File: config.mk
export PLATFORM = sky130hd
export DESIGN_NAME = i2c_reg_writer_flat
export DESIGN_NICKNAME = d
export VERILOG_FILES = /design/src/rtl/i2c_reg_writer_if.sv /design/src/rtl/i2c_reg_writer.sv /design/src/flat_wrapper.sv
export SDC_FILE = /design/constraint.sdc
export NUM_CORES = 1
export LEC_CHECK = 0
export CAP_MARGIN = 10
export CORE_MARGIN = 3
export CORE_UTILIZATION = 50
export CTS_CLUSTER_SIZE = 24
export DETAILED_ROUTE_END_ITERATION = 16
export GPL_TIMING_DRIVEN = 0
export PLACE_DENSITY = 0.76
export SYNTH_ARGS = -nofsm -noshare
export SYNTH_HDL_FRONTEND = slang
export SYNTH_SLANG_ARGS = --single-unit
File: constraint.sdc
create_clock -name sys_clk -period 2.9 [get_ports sys_clk]
set_input_delay 0.58 -clock sys_clk [delete_from_list [all_inputs] [get_ports sys_clk]]
set_output_delay 0.58 -clock sys_clk [all_outputs]
set_load 0.02 [all_outputs]
File: src/rtl/i2c_reg_writer_if.sv
// Request/status and pad bundle between the codec-config sequencer and i2c_reg_writer.
// Latency: none (wires only).
// Backpressure: write is accepted only while the writer is idle; busy tells the requester to hold off.
//
// Signals:
//   write      request strobe (sequencer -> writer)
//   dev_addr   7-bit device address
//   reg_addr   register address, REG_BYTES bytes, MSB byte sent first
//   data       payload; first byte sent is data[8*nbytes-1 -: 8]
//   nbytes     number of payload bytes (clamped to MAX_DATA_BYTES)
//   sda_in     synchronised SDA pad level
//   sda_oe     1 = pull SDA low
//   scl_oe     1 = pull SCL low
//   busy       transaction in progress
//   done       one-cycle end-of-transaction pulse
//   ack_error  last transaction saw a NACK
interface i2c_reg_writer_if #(
   parameter int REG_BYTES      = 1,
   parameter int MAX_DATA_BYTES = 4,
   parameter int NB_W           = $clog2(MAX_DATA_BYTES) + 1
);
   logic                        write;
   logic [6:0]                  dev_addr;
   logic [8*REG_BYTES-1:0]      reg_addr;
   logic [8*MAX_DATA_BYTES-1:0] data;
   logic [NB_W-1:0]             nbytes;
   logic                        sda_in;
   logic                        sda_oe;
   logic                        scl_oe;
   logic                        busy;
   logic                        done;
   logic                        ack_error;

   // Requester side (sequencer plus the pad input).
   modport master (
      output write, dev_addr, reg_addr, data, nbytes, sda_in,
      input  sda_oe, scl_oe, busy, done, ack_error
   );

   // Writer side.
   modport slave (
      input  write, dev_addr, reg_addr, data, nbytes, sda_in,
      output sda_oe, scl_oe, busy, done, ack_error
   );
endinterface

File: src/rtl/i2c_reg_writer.sv
// I2C master doing one register write per request: START, {dev,W}, reg bytes, data burst, STOP.
// Latency: write-sampled cycle to done = 1 + CLK_DIV*(8 + 36*(1+REG_BYTES+N)) cycles, N = clamped nbytes.
// Backpressure: requests are ignored while busy and in the done cycle; a NACK aborts to STOP.
//
// Ports:
//   sys_clk  system clock, rising edge
//   reset    asynchronous active-high reset; releases both pad lines at once
//   bus      i2c_reg_writer_if.slave (request fields, sda_in, pad enables, status)
module i2c_reg_writer #(
   parameter int CLK_DIV        = 32,
   parameter int REG_BYTES      = 1,
   parameter int MAX_DATA_BYTES = 4,
   parameter int NB_W           = $clog2(MAX_DATA_BYTES) + 1
) (
   input  logic            sys_clk,
   input  logic            reset,
   i2c_reg_writer_if.slave bus
);

   // Whole transaction is held in one left-aligned shift register:
   // {dev_addr, W, reg_addr, payload}. The current bit is always the MSB.
   localparam int SW = 8 * (1 + REG_BYTES + MAX_DATA_BYTES);
   localparam int DW = $clog2(CLK_DIV + 1);
   localparam int LW = $clog2(REG_BYTES + MAX_DATA_BYTES + 2);

   typedef enum logic [2:0] {
      S_IDLE,
      S_START,
      S_BYTE,
      S_ACK,
      S_STOP,
      S_DONE
   } state_t;

   state_t          state_q,  state_d;
   logic [DW-1:0]   div_q,    div_d;
   logic [1:0]      qtr_q,    qtr_d;
   logic [2:0]      bit_q,    bit_d;
   logic [SW-1:0]   stream_q, stream_d;
   logic [LW-1:0]   left_q,   left_d;
   logic            sda_q,    sda_d;
   logic            scl_q,    scl_d;
   logic            busy_q,   busy_d;
   logic            done_q,   done_d;
   logic            ackerr_q, ackerr_d;

   logic                        qtr_end;
   logic [NB_W-1:0]             n_clamp;
   logic [8*MAX_DATA_BYTES-1:0] data_al;

   assign qtr_end = (div_q == DW'(CLK_DIV - 1));

   // Payload is left-aligned at acceptance so that data[8*n-1 -: 8] lands
   // directly behind the register address; unused low bytes become zero and
   // are never shifted out because left_q stops the burst first.
   always_comb begin
      n_clamp = (bus.nbytes > NB_W'(MAX_DATA_BYTES)) ? NB_W'(MAX_DATA_BYTES) : bus.nbytes;
      data_al = bus.data << (8 * (MAX_DATA_BYTES - int'(n_clamp)));
   end

   always_comb begin
      state_d  = state_q;
      div_d    = div_q;
      qtr_d    = qtr_q;
      bit_d    = bit_q;
      stream_d = stream_q;
      left_d   = left_q;
      busy_d   = busy_q;
      ackerr_d = ackerr_q;
      done_d   = 1'b0;
      sda_d    = 1'b0;
      scl_d    = 1'b0;

      // Quarter timing runs only while the bus is being driven.
      if (state_q != S_IDLE && state_q != S_DONE) begin
         div_d = qtr_end ? '0 : div_q + DW'(1);
         if (qtr_end) begin
            qtr_d = qtr_q + 2'd1;
         end
      end

      case (state_q)
         S_IDLE: begin
            if (bus.write) begin
               state_d  = S_START;
               div_d    = '0;
               qtr_d    = 2'd0;
               bit_d    = 3'd0;
               stream_d = {bus.dev_addr, 1'b0, bus.reg_addr, data_al};
               left_d   = LW'(1 + REG_BYTES) + LW'(n_clamp);
               busy_d   = 1'b1;
               ackerr_d = 1'b0;
            end
         end
         S_START: begin
            if (qtr_end && qtr_q == 2'd3) begin
               state_d = S_BYTE;
               bit_d   = 3'd0;
            end
         end
         S_BYTE: begin
            if (qtr_end && qtr_q == 2'd3) begin
               stream_d = stream_q << 1;
               if (bit_q == 3'd7) begin
                  state_d = S_ACK;
               end else begin
                  bit_d = bit_q + 3'd1;
               end
            end
         end
         S_ACK: begin
            // Slave's ACK is read on the last cycle of q2, mid SCL-high.
            if (qtr_end && qtr_q == 2'd2 && bus.sda_in) begin
               ackerr_d = 1'b1;
            end
            if (qtr_end && qtr_q == 2'd3) begin
               if (ackerr_q || left_q == LW'(1)) begin
                  state_d = S_STOP;
               end else begin
                  state_d = S_BYTE;
                  bit_d   = 3'd0;
                  left_d  = left_q - LW'(1);
               end
            end
         end
         S_STOP: begin
            if (qtr_end && qtr_q == 2'd3) begin
               state_d = S_DONE;
               busy_d  = 1'b0;
               done_d  = 1'b1;
            end
         end
         S_DONE: begin
            state_d = S_IDLE;
         end
         default: begin
            state_d = S_IDLE;
         end
      endcase

      // Pad enables are decoded from the next state so they are registered
      // and line up exactly with the quarter they belong to.
      case (state_d)
         S_START: begin
            sda_d = (qtr_d != 2'd0);
            scl_d = (qtr_d == 2'd3);
         end
         S_BYTE: begin
            // Bit is stable for all four quarters; it only changes when the
            // stream shifts at the q3->q0 boundary, where SCL is pulled low.
            sda_d = ~stream_d[SW-1];
            scl_d = ~qtr_d[1];
         end
         S_ACK: begin
            sda_d = 1'b0;
            scl_d = ~qtr_d[1];
         end
         S_STOP: begin
            sda_d = (qtr_d != 2'd3);
            scl_d = (qtr_d == 2'd0);
         end
         default: begin
            sda_d = 1'b0;
            scl_d = 1'b0;
         end
      endcase
   end

   always_ff @(posedge sys_clk or posedge reset) begin
      if (reset) begin
         state_q  <= S_IDLE;
         div_q    <= '0;
         qtr_q    <= 2'd0;
         bit_q    <= 3'd0;
         stream_q <= '0;
         left_q   <= '0;
         sda_q    <= 1'b0;
         scl_q    <= 1'b0;
         busy_q   <= 1'b0;
         done_q   <= 1'b0;
         ackerr_q <= 1'b0;
      end else begin
         state_q  <= state_d;
         div_q    <= div_d;
         qtr_q    <= qtr_d;
         bit_q    <= bit_d;
         stream_q <= stream_d;
         left_q   <= left_d;
         sda_q    <= sda_d;
         scl_q    <= scl_d;
         busy_q   <= busy_d;
         done_q   <= done_d;
         ackerr_q <= ackerr_d;
      end
   end

   assign bus.sda_oe    = sda_q;
   assign bus.scl_oe    = scl_q;
   assign bus.busy      = busy_q;
   assign bus.done      = done_q;
   assign bus.ack_error = ackerr_q;

endmodule

File: src/flat_wrapper.sv
// flat-port wrapper written by rule: the top's interface ports become plain ports
module i2c_reg_writer_flat 
#(
   parameter int CLK_DIV        = 32,
   parameter int REG_BYTES      = 1,
   parameter int MAX_DATA_BYTES = 4,
   parameter int NB_W           = $clog2(MAX_DATA_BYTES) + 1
)
  (sys_clk, reset, bus_write, bus_dev_addr, bus_reg_addr, bus_data, bus_nbytes, bus_sda_in, bus_sda_oe, bus_scl_oe, bus_busy, bus_done, bus_ack_error);
  i2c_reg_writer_if #(.REG_BYTES(REG_BYTES), .MAX_DATA_BYTES(MAX_DATA_BYTES), .NB_W(NB_W)) bus_i ();
  input  logic sys_clk;
  input  logic reset;
  input wire logic [$bits(bus_i.write)-1:0] bus_write;
  input wire logic [$bits(bus_i.dev_addr)-1:0] bus_dev_addr;
  input wire logic [$bits(bus_i.reg_addr)-1:0] bus_reg_addr;
  input wire logic [$bits(bus_i.data)-1:0] bus_data;
  input wire logic [$bits(bus_i.nbytes)-1:0] bus_nbytes;
  input wire logic [$bits(bus_i.sda_in)-1:0] bus_sda_in;
  output wire logic [$bits(bus_i.sda_oe)-1:0] bus_sda_oe;
  output wire logic [$bits(bus_i.scl_oe)-1:0] bus_scl_oe;
  output wire logic [$bits(bus_i.busy)-1:0] bus_busy;
  output wire logic [$bits(bus_i.done)-1:0] bus_done;
  output wire logic [$bits(bus_i.ack_error)-1:0] bus_ack_error;
  assign bus_i.write = bus_write;
  assign bus_i.dev_addr = bus_dev_addr;
  assign bus_i.reg_addr = bus_reg_addr;
  assign bus_i.data = bus_data;
  assign bus_i.nbytes = bus_nbytes;
  assign bus_i.sda_in = bus_sda_in;
  assign bus_sda_oe = bus_i.sda_oe;
  assign bus_scl_oe = bus_i.scl_oe;
  assign bus_busy = bus_i.busy;
  assign bus_done = bus_i.done;
  assign bus_ack_error = bus_i.ack_error;
  i2c_reg_writer #(.CLK_DIV(CLK_DIV), .REG_BYTES(REG_BYTES), .MAX_DATA_BYTES(MAX_DATA_BYTES), .NB_W(NB_W)) u_core (.sys_clk(sys_clk), .reset(reset), .bus(bus_i));
endmodule
### Word-level counts from Yosys, hierarchy flattened

Cells that the tools add are included.
W data, S select, Z words.

| storage, ports and cells | value |
|---|---|
| flip-flop bits (word level) | 70 |
| bits in latches | 0 |
| RAM bits | 0 |
| ROM bits | 0 |
| input bits | 54 |
| output and inout bits | 5 |
| logic and storage cells | 106 |
| memories | 0 |

| operators by class | value |
|---|---|
| add/subtract/negate cells | 6 |
| $mul | 0 |
| divide/modulo/power cells | 0 |
| $lt $le $gt $ge | 1 |
| eq/ne operators | 24 |
| shift-type cells | 1 |
| mux-type cells | 41 |
| bitwise operators | 2 |
| reduce and logical (&&, ||, !) cells | 19 |

Operator list:

| operator | number |
|---|---|
| $mux W48 | 2 |
| $pmux W48 S2 | 1 |
| $mux W3 | 17 |
| $shl A32 B32 Y32 | 1 |
| $mux W6 | 4 |
| $pmux W3 S5 | 1 |
| $eq A3 B2 Y1 const B | 4 |
| $pmux W3 S4 | 1 |
| $ne A2 B1 Y1 const B | 5 |
| $eq A3 B1 Y1 const B | 3 |
| $eq A3 B3 Y1 const B | 3 |
| $reduce_and A3 Y1 | 3 |
| $mux W2 | 4 |
| $ne A2 B2 Y1 const B | 4 |
| $reduce_bool A2 Y1 | 4 |
| $reduce_and A7 Y1 | 1 |
| $add A6 B1 Y6 const B | 1 |
| $eq A2 B2 Y1 const B | 3 |
| $eq A6 B5 Y1 const B | 1 |
| $mux W1 | 6 |
| $pmux W1 S3 | 2 |
| $pmux W3 S2 | 1 |
| $logic_and A1 B1 Y1 | 4 |
| $pmux W1 S2 | 2 |
| 15 further kinds | 16 |

### Logic depth before layout (Yosys ltp)

| depth | value |
|---|---|
| depth after elaboration | 8 |
| mapped depth | 10 |
| gate-level depth less buffers | 8 |

### Least setup slack after synthesis

Ideal clock, no wire load.

| timing | value |
|---|---|
| path kind | input to register |
| from | input bus_nbytes[2] |
| to | register u_core.stream_q[1] |
| setup time | 127 ps |
| arrival time | 2457 ps |
| data required time | 2773 ps |
| slack | 316 ps |
| stages on the path | 10 |
| cells stage by stage | nand2b_1 buf_2 clkbuf_1 ha_1 clkbuf_1 clkinv_1 nand3_2 and2b_1 a222oi_1 inv_1 |

| on the way | value |
|---|---|
| longest elaborated chain between the ends | 6 |

RTL lines:

| element | RTL line | source |
|---|---|---|
| start: declaration | flat_wrapper.sv:17 | `input wire logic [$bits(bus_i.nbytes)-1:0] bus_nbytes;` |
| $gt A3 B3 Y1 | i2c_reg_writer.sv:57 | `n_clamp = (bus.nbytes > NB_W'(MAX_DATA_BYTES)) ? NB_W'(MAX_DATA_BYTES) : bus.nbytes;` |
| $mux W3 (*) | i2c_reg_writer.sv:57 |  |
| $sub A3 B3 Y4 (*) | i2c_reg_writer.sv:58 | `data_al = bus.data << (8 * (MAX_DATA_BYTES - int'(n_clamp)));` |
| $shl A32 B32 Y32 (*) | i2c_reg_writer.sv:58 |  |
| $mux W48 (*) | i2c_reg_writer.sv:84 | `if (bus.write) begin` |
| $pmux W48 S2 (*) | i2c_reg_writer.sv:82 | `case (state_q)` |
| end signal: assignment | i2c_reg_writer.sv:187 | `stream_q <= stream_d;` |
| end: declaration | i2c_reg_writer.sv:39 | `logic [SW-1:0] stream_q, stream_d;` |

Every way passes the cells marked *; elsewhere a longest branch is shown, timed or not. The select of a mux whose other input is x is not followed.
A chain may end at the register's enable or synchronous reset.

### Worst setup path after layout

| timing | value |
|---|---|
| from | input bus_nbytes[2] |
| to | register u_core.stream_q[25] |

The elaborated chain is that of the path after synthesis.

==> results.json <==
{
  "timing_worst_slew_pin_value_ns": 0.840,
  "grt_util_all_layers": 0.223,
  "post_layout_nonfiller_instances": 577,
  "max_cap_violations": 0,
  "start_util": 0.518,
  "slew-limit-headroom": 0.440,
  "warnings_synthesis": 0,
  "cts_repair_resize_count": 4,
  "synth_cell_type_count": 52,
  "row_count": 31,
  "most-common-layout-cells": "nand2_1 (84), dfrtp_1 (70), clkdlybuf4s50_1 (58)",
  "hold_path_class": "reg2reg",
  "synth_area_leaders": "dfrtp_1 (46%), nand2_1 (8.3%), a22oi_1 (7.2%)",
  "critical_path_peak_fanout": 10,
  "report.final.hold_viol_count": 0,
  "dp.final_hpwl_microns": 6800,
  "worst-path-buf-inv": 4,
  "finalSetupViolCount": 0,
  "period_minus_slack_ns": 2.76,
  "gp_routability_congestion": 0.882,
  "cts_buffer_depth": 2,
  "antenna_violating_nets_left": 0,
  "globalRoute.totalOverflow": 0,
  "post_synth_edffs": 0,
  "synth_ff_type": "dfrtp_1",
  "setup.reg_to_reg.worst_slack_ns": 0.59,
  "root_buffer": "clkbuf_8",
  "ir_drop_uv": 611,
  "met2_wirelength_microns": 4550,
  "wl_met3_microns": 521,
  "final.setup.worst_slack_ns": 0.138,
  "placed_cells": 563,
  "cpLargestDelayFamily": "buffers and inverters",
  "die-width_microns": 92.9,
  "grt_antenna_before_repair": 0,
  "synth_top_area_share": 0.464,
  "syn_avg_cell_area_sq_um": 9.31,
  "clock_sink_count": 70,
  "leakagePower_nw": 2.30,
  "netlist_area_before_placement_sq_um": 3780,
  "dr.pass1.iters": 7,
  "yosys.area.top_type": "dfrtp_1",
  "synthArstFlopShare": 1.00,
  "clock_latency_ns": 0.35,
  "critPathSlowestCell": "clkdlybuf4s50_1",
  "io-pin-count": 59,
  "highest-signal-layer": "met4",
  "mostFrequentLayoutCell": "nand2_1",
  "register_bit_count_reported_by_yosys": 70,
  "dp_slack_ns": -0.862,
  "timing.critical_path.to_type": "register",
  "global_route_wire_length_before_repair_microns": 15200,
  "critical_path.cell_chain": "clkdlybuf4s50_1 -> nand2b_1 -> clkbuf_4 -> clkbuf_4 -> ha_2 -> xnor2_1 -> and2_2 -> clkbuf_2 -> nand3_1 -> nand2_1",
  "p_per_area_nw_per_um2": 790,
  "cts-buffers-inserted": 9,
  "antenna-diode-count": 0,
  "critical_path.most_common_cell": "clkbuf_4",
  "hold_buffers": 0,
  "die_height_microns": 92.9,
  "placement.io_buffers": 58,
  "drt_first_iter_violations": 201,
  "pin_count_of_the_biggest_net_entering_global_routing": 71,
  "vias": 3308,
  "drc_errors": 0,
  "floorplan.die_area_sq_um": 8640,
  "num-nets-final": 535,
  "timing.final.max_slew_violations": 0,
  "number_of_global_route_vias_before_repair": 3242,
  "syn-num-nets": 468,
  "drt-wirelength-per-cell_microns": 15.9,
  "wirelength_microns": 9160,
  "fin_tns_setup_ns": 0,
  "cts_post_setup_buffers_inserted": 0,
  "core_area_sq_um": 7290,
  "worst_ep_required_time_ns": 3.19,
  "cts-htree-levels": 3,
  "clock_pin_slew_reported_for_the_worst_setup_and_hold_paths_after_clock_tree_synthesis_ns": 0.07,
  "drive_above_1_share": 0.0900,
  "layout_worst_path_cycle_share": 0.952,
  "synthToLayoutAreaGrowth_pct": 24.3,
  "worst_clock_skew_ns": 0.0120,
  "worstPathArrival_ns": 3.05,
  "worstSetupStartpointType": "primary input",
  "tritoncts_clock_tree": "done",
  "setup.worst_path.class": "in2reg",
  "clock.fmax_ghz": 0.362,
  "syn-instance-count": 406,
  "critPathMaxStageDelay_ns": 0.46,
  "synth.yosys.seq_area_share": 0.464,
  "met1_routed_length_microns": 4010,
  "drt-vias-per-instance": 5.73,
  "outcome": "completed"
}
==> state kept, by name (all words and copies together), names as in the netlist <==
signal / count
u_core.left_q: 3
u_core.div_q: 6
u_core.qtr_q: 2
u_core.bus.done: 1
u_core.bus.busy: 1
u_core.bit_q: 3
u_core.bus.sda_oe: 1
u_core.bus.ack_error: 1
u_core.stream_q: 48
u_core.state_q: 3
u_core.bus.scl_oe: 1
==> power by group <==
group	leakage (nW)	total (W)	switching (W)	internal [W]
Clock	0.102	0.000790	0.000373	0.000417
Combinational	1.31	0.00125	0.000665	0.000584
Sequential	0.892	0.00167	0.000273	0.00140
Total	2.30	0.00371	0.00131	0.00240
==> cells by family (layout without fill, tap and decap cells) <==
kind of cell	after synthesis	in the layout	share of synthesized area
buf+inv	45	117	0.0500
fa+ha+maj	8	8	0.0265
xor+xnor	4	4	0.00927
mux	31	31	0.0834
simple gates	154	154	0.186
compound gates	94	94	0.181
flops	70	70	0.464
==> synth_stat cells, drive strengths merged (2+ instances only) <==
| cell type | n |
|---|---|
| and3 | 4 |
| inv | 18 |
| o21ai | 21 |
| mux2 | 4 |
| nor3b | 2 |
| nand3 | 20 |
| nand2b | 3 |
| a21oi | 5 |
| and2 | 6 |
| mux2i | 27 |
| a211oi | 3 |
| dfrtp | 70 |
| a211o | 2 |
| o2111ai | 2 |
| nor2 | 18 |
| o22a | 2 |
| clkbuf | 11 |
| nand2 | 84 |
| a31oi | 2 |
| buf | 15 |
| a22oi | 36 |
| ha | 8 |
| xnor2 | 2 |
| nor3 | 4 |
| nand4 | 3 |
| o21a | 2 |
| xor2 | 2 |
| or2 | 2 |
| a222oi | 7 |
| a32oi | 5 |
==> worst paths after layout <==
path / startpoint / endpoint / depth (start not counted)
setup / recovery: bus_nbytes[2] / u_core.stream_q[25] / 10
hold / removal: u_core.stream_q[17] / u_core.stream_q[18] / 2
setup reg to reg: u_core.div_q[0] / u_core.bus.sda_oe / 7
hold reg to reg: u_core.stream_q[17] / u_core.stream_q[18] / 2
max in group asynchronous: reset / u_core.stream_q[3] / 2
min in group asynchronous: reset / u_core.div_q[1] / 2
==> worst min-delay path: stages, from the launching register on <==
cell,delay (ns)
dfrtp_1,0.34
nand2_1,0.05
nand2_1,0.05
==> routing by layer <==
metal  track usage  vias up
met5             0        -
met4        0.0537        0
met3        0.0487        8
met2         0.378      101
met1         0.290     1611
li1              -     1588
==> cell type report <==
class	count	area [sq um]
Tap cell	99	124
Clock inverter	6	61.3
Sequential cell	70	1750
Clock buffer	10	138
Multi-Input combinational cell	291	1850
Inverter	19	76.3
Fill cell	622	2590
Buffer	24	118
Timing Repair Buffer	58	581
==> stage by stage <==
stage / hold slack, ns / cell area [sq um] / utilization / total power (W)
floorplan: 0.439 / 3780 / - / 0.00253
global placement: 0.450 / 4480 / 0.615 / 0.00287
detailed placement: 0.460 / 4490 / 0.615 / 0.00292
CTS: 0.472 / 4680 / 0.642 / 0.00372
global route: 0.498 / 4700 / 0.644 / 0.00400
finish: 0.471 / 4700 / 0.644 / 0.00371
Note: power is estimated with default switching activity, not from simulation.
